[config.mk]
export PLATFORM = sky130hd
export DESIGN_NAME = keycode_servo_driver
export DESIGN_NICKNAME = d
export VERILOG_FILES = /design/src/rtl/keycode_servo_driver.sv
export SDC_FILE = /design/constraint.sdc
export NUM_CORES = 1
export LEC_CHECK = 0
export BUFFER_PORTS_ARGS = -buffer_cell sky130_fd_sc_hd__buf_2
export CORE_MARGIN = 3
export CORE_UTILIZATION = 35
export CTS_CLUSTER_DIAMETER = 40
export DETAILED_ROUTE_END_ITERATION = 8
export PLACE_DENSITY = 0.52
export SYNTH_ARGS = -nofsm -noshare
export SYNTH_HDL_FRONTEND = slang
export SYNTH_SLANG_ARGS = --single-unit
[constraint.sdc]
create_clock -name iCLK -period 7.1 [get_ports iCLK]
set_clock_uncertainty 0.15 [all_clocks]
set_input_delay 0.71 -clock iCLK [delete_from_list [all_inputs] [get_ports iCLK]]
set_output_delay 0.71 -clock iCLK [all_outputs]
set_load 0.01 [all_outputs]
[src/rtl/keycode_servo_driver.sv]
// Hobby-servo PWM driver: a PS/2 key code selects a target position and the
// pulse width ramps toward it by at most RAMP_STEP units per servo frame.
module keycode_servo_driver #(
  parameter int unsigned FRAME_CYC = 1000000,
  parameter int unsigned MIN_CYC   = 50000,
  parameter int unsigned STEP_CYC  = 250,
  parameter int unsigned RAMP_STEP = 4
) (
  input  logic       iCLK,
  input  logic       iRST_n,
  input  logic [7:0] iKeyCode,
  output logic       oPWM,
  output logic [7:0] oPos,
  output logic [1:0] oDir,
  output logic       oBusy
);

  localparam int unsigned CNT_W     = (FRAME_CYC > 1) ? $clog2(FRAME_CYC) : 1;
  localparam logic [7:0]  POS_MAX   = 8'd200;
  localparam logic [7:0]  POS_CTR   = 8'd100;
  localparam logic [7:0]  KEY_LEFT  = 8'h6B;
  localparam logic [7:0]  KEY_RIGHT = 8'h74;
  localparam logic [7:0]  KEY_NONE  = 8'h00;
  localparam logic [31:0] W_CTR     = 32'(MIN_CYC + 100 * STEP_CYC);

  typedef enum logic [1:0] {
    IDLE   = 2'b00,
    RAMP_L = 2'b01,
    RAMP_R = 2'b10
  } state_t;

  logic             r_rst_q;
  logic [7:0]       r_key_q;
  logic [7:0]       r_target;
  logic [7:0]       r_pos;
  logic [CNT_W-1:0] r_cnt;
  logic [31:0]      r_width;
  logic             r_pwm;
  state_t           r_state;

  logic             w_frame_end;
  logic [CNT_W-1:0] w_cnt_next;
  logic [7:0]       w_target_next;
  logic [7:0]       w_diff;
  logic [7:0]       w_step;
  logic [7:0]       w_pos_next;
  logic [31:0]      w_width_next;
  state_t           w_state_next;

  // Reset asserts asynchronously but releases one clock after iRST_n rises,
  // so the first count lands on the second rising edge after release.
  always_ff @(posedge iCLK or negedge iRST_n) begin
    if (!iRST_n) r_rst_q <= 1'b0;
    else         r_rst_q <= 1'b1;
  end

  assign w_frame_end = (r_cnt == CNT_W'(FRAME_CYC - 1));
  assign w_cnt_next  = w_frame_end ? '0 : r_cnt + 1'b1;

  always_comb begin
    w_target_next = r_target;
    case (r_key_q)
      KEY_LEFT:  w_target_next = '0;
      KEY_RIGHT: w_target_next = POS_MAX;
      KEY_NONE:  w_target_next = POS_CTR;
      default:   w_target_next = r_target;
    endcase
  end

  // The step uses the registered target, so a key change landing on
  // frame_end only takes effect at the following frame_end.
  always_comb begin
    w_pos_next = r_pos;
    w_diff     = '0;
    if (r_target > r_pos) w_diff = r_target - r_pos;
    else                  w_diff = r_pos - r_target;
    w_step = (32'(w_diff) > RAMP_STEP) ? 8'(RAMP_STEP) : w_diff;
    if (w_frame_end) begin
      if (r_target > r_pos)      w_pos_next = r_pos + w_step;
      else if (r_target < r_pos) w_pos_next = r_pos - w_step;
    end
  end

  assign w_width_next = w_frame_end
                        ? (32'(MIN_CYC) + 32'(w_pos_next) * 32'(STEP_CYC))
                        : r_width;

  // State follows the values target/pos are about to take, keeping
  // oBusy exactly equal to (oPos != target) on every cycle.
  always_comb begin
    w_state_next = IDLE;
    if (w_target_next < w_pos_next)      w_state_next = RAMP_L;
    else if (w_target_next > w_pos_next) w_state_next = RAMP_R;
  end

  always_ff @(posedge iCLK or negedge r_rst_q) begin
    if (!r_rst_q) r_state <= IDLE;
    else          r_state <= w_state_next;
  end

  always_ff @(posedge iCLK or negedge r_rst_q) begin
    if (!r_rst_q) begin
      r_key_q  <= '0;
      r_target <= POS_CTR;
      r_pos    <= POS_CTR;
      r_cnt    <= '0;
      r_width  <= W_CTR;
      r_pwm    <= 1'b0;
    end else begin
      r_key_q  <= iKeyCode;
      r_target <= w_target_next;
      r_pos    <= w_pos_next;
      r_cnt    <= w_cnt_next;
      r_width  <= w_width_next;
      // Compare on the incoming count/width so the registered pulse lines
      // up with frame_cnt: W high cycles from the start of each frame.
      r_pwm    <= (32'(w_cnt_next) < w_width_next);
    end
  end

  assign oPWM  = r_pwm;
  assign oPos  = r_pos;
  assign oDir  = r_state;
  assign oBusy = (r_state != IDLE);

endmodule

==> results.md <==
- Status: finished, violations left
- Failing checks: setup timing
- Synth Area in Adders: 0.251
- Grt ovf: 0
- Slew Limit Fails: 0
- Async SR Flop Fraction: 1.00
- Largest net degree at the start of global routing: 80
- Reg2reg start: r_target[0]
- GRT Util Overall: 0.185
- First-pass GRT wire length: 30700 microns
- Maxcap violations: 0
- Slew @ Worst Pin: between 1000 and 1500 ps
- Area delta synth->final: 42.3%
- #FFs+latches synth: 80
- Crit-path max FO: 4
- Post-DP HPWL: roughly 14000 microns
- Via density: about 5.1
- Clock Path Buffers: 2
- Hold Path Cell Cnt: 2
- Leakage: approximately 4.6 nW
- Die Y: roughly 140 microns
- Post-synth design cell area: ~0.0067 sq mm
- CP Capture Point: oPWM
- ANT cells: 0
- Wirelength per Cell: roughly 16 microns
- Setup Viol. Count Final: 12
- Flop-to-flop setup slack: -2120 ps
- Synth Area in Simple Gates: 0.163
- Clock tree root buffer cell: clkbuf_16
- Initial Utilization: 0.364
- Mean Syn Cell Area: around 9.4 sq um
- Worst VDD drop: 0.293 mV
- Final period util: 1.30
- Critical path's largest stage delay: approximately 550 ps
- Post-synth EDFFs: 0
- Relative slew slack: 0.320
- PortBufs: 21
- End of the worst register-to-register path: oPWM
- ANT nets after route: 0
- CP Launch Point: r_target[0]
- Layout cell share with drive strength beyond 1: 0.381
- Final worst slack: -2120 ps
- Combinational family with the most area after synthesis: adder cells
- WL final: about 18000 microns
- Path type of the worst setup path: reg -> reg
- Ports: 22
- Chip Width: ~140 microns
- CTS Buf Count: 9
- Vias in the first global route: between 6k and 7k
- Vias: ~5.9k
- Pre-Repair DR Iteration Count: 4
- Post-Synth XOR/XNOR Area: 0.0523
- Compound-Gate Fraction of Synth Area: 0.158
- Slowest-stage cell, CP: fa_1
- Final min period: between 9000 and 10000 ps
- Final core utilization: 0.518
- H-tree levels: 3
- Mux share of post-synthesis cell area: 0.0181
- Clk pin slew, worst setup/hold paths: about 70 ps
- Worst path required time: between 7000 and 8000 ps
- Initial DRC Count: ~200
- Core area: 0.0184 sq mm
- Cells after Synth: 713
- FP Rows: just under 50
- Final GP Congestion: 0.903
- Setup TNS: -12730 ps
- Main synth FF type: dfrtp_1
- Syn. warnings: 0
- Unrepaired setup endpoints after global routing: true
- Clock Latency Late Sink: 340 ps
- Hold_ws: around 320 ps
- Top cell by count, worst path: fa_1
- Placed insts: between 1k and 1.5k
- FMAX: ~0.11 GHz
- CP endpoint kind: flip-flop
- Worst reg2reg path depth: 38
- Initial antenna violation count: 0
- Final #Nets: around 1.1k
- Launching element type of the critical path: flip-flop
- CTS sink cnt: 80
- HP Class: reg -> reg
- DRC viols: 0
- Final non-filler cell total: around 1.2k
- Die Area: about 0.021 sq mm
- Overall Power: approximately 2.7 mW
- WP data arrival: slightly above 9000 ps
- Final Hold Vio Count: 0
- Sequential element share of the synthesized area: 0.302
- Power per cell area: between 200 and 300 mW/mm^2
- CTS tree: done
- Post-synth cell types: 66
==> stage by stage <==
step                      cell area [sq um]  setup slack [ps]
after global routing                   9530             -2510
final                                  9530             -2120
after CTS                              9240             -2110
after floorplan                        7050             -1800
after detailed placement               8530             -2450
after global placement                 8530             -2330
==> critical path, delay by kind of cell (launching register included) <==
family,cells,cell delay (ps)
AO/OA/AOI/OAI,13,2310
XOR/XNOR,1,120
adder cells (fa/ha/maj),9,3270
buffers and inverters,5,460
flip-flops,1,350
multiplexers,2,350
AND/OR/NAND/NOR,8,2050
==> worst min-delay path by stage <==
stage | from | to | slack [ps]
3_5_place_dp | r_width[3] | r_width[3] | 310
6_report | r_width[5] | r_width[5] | 320
5_1_grt | iKeyCode[1] | r_key_q[1] | 310
2_1_floorplan | iRST_n | r_rst_q | 260
4_1_cts | iKeyCode[0] | r_key_q[0] | 310
3_3_place_gp | r_width[9] | r_width[9] | 310
==> repair_timing <==
action / CTS / global route
setup endpoints to repair: 12 / 12
resized for setup: 46 / 39
pin swaps: 39 / 32
hold buffers: 1 / 0
gates cloned: 0 / 0
hold endpoints to repair: 1 / 0
setup buffers: 21 / 10
==> cell usage in the layout (no fill, tap or decap), drive strengths merged, types with 5 or more instances in the layout <==
master / n
or3: 6
or4: 5
nor2b: 14
nand3: 11
nor4: 5
clkbuf: 10
dfrtp: 66
nand2: 57
conb: 10
mux2i: 11
o21ai: 35
fa: 24
nor2: 37
or2: 8
ha: 96
o211ai: 7
and2: 19
a21o: 15
buf: 204
nor3: 11
and3: 7
a21oi: 38
nand4: 12
xor2: 13
o21a: 7
inv: 82
xnor2: 27
nand2b: 7
a211oi: 12
dfstp: 14
==> cell type report <==
cell class                      count  area (sq um)
Sequential cell                    80          2030
Clock buffer                       10           239
Clock inverter                      6          97.6
Tap cell                          229           287
Inverter                           79           297
Multi-Input combinational cell    547          5050
Timing Repair Buffer              205          1530
Fill cell                        1677          8870
==> layer usage <==
layer / GRT usage / part of all wire / vias to the layer above / wire, microns
met5: 0 / 0 / - / 0
met4: 0.0717 / 0.033 / 0 / 609
met3: 0.0195 / 0.019 / 39 / 341
met2: 0.327 / 0.51 / 73 / 9360
met1: 0.232 / 0.44 / 2875 / 8020
li1: - / - / 2893 / -
==> power breakdown <==
part / switching [mW] / internal [mW] / total, mW / leakage [nW]
clock network: 0.197 / 0.323 / 0.521 / 0.166
logic: 0.754 / 0.930 / 1.68 / 3.45
registers: 0.0232 / 0.489 / 0.512 / 0.977
total: 0.975 / 1.74 / 2.72 / 4.60
==> cells in the mapped netlist, types with 11 or more instances <==
master | count | share of area
nand3_1 | 11 | 0.0082
xor2_1 | 13 | 0.017
dfstp_2 | 14 | 0.055
fa_1 | 24 | 0.072
a211oi_1 | 11 | 0.012
nand2_1 | 57 | 0.032
nand4_1 | 12 | 0.011
xnor2_1 | 27 | 0.035
nor2b_1 | 14 | 0.013
o21ai_0 | 33 | 0.025
a21oi_1 | 38 | 0.028
and2_1 | 19 | 0.018
nor3_1 | 11 | 0.0082
mux2i_1 | 11 | 0.016
inv_1 | 78 | 0.044
nor2_1 | 37 | 0.021
ha_1 | 96 | 0.18
a21o_1 | 15 | 0.017
dfrtp_1 | 66 | 0.25
==> kinds of logic after synthesis <==
group	count (synthesis)
other	2
XOR/XNOR	40
AND/OR/NAND/NOR	210
AO/OA/AOI/OAI	155
multiplexers	12
adder cells (fa/ha/maj)	120
buffers and inverters	94
flip-flops	80
==> flip-flops by register name, summed over array words and instances (netlist names) <==
name,cells
r_width,32
r_key_q,8
oPWM,1
r_rst_q,1
r_cnt,20
oPos,8
oDir,2
r_target,8
Note: power is estimated with default switching activity, not from simulation.
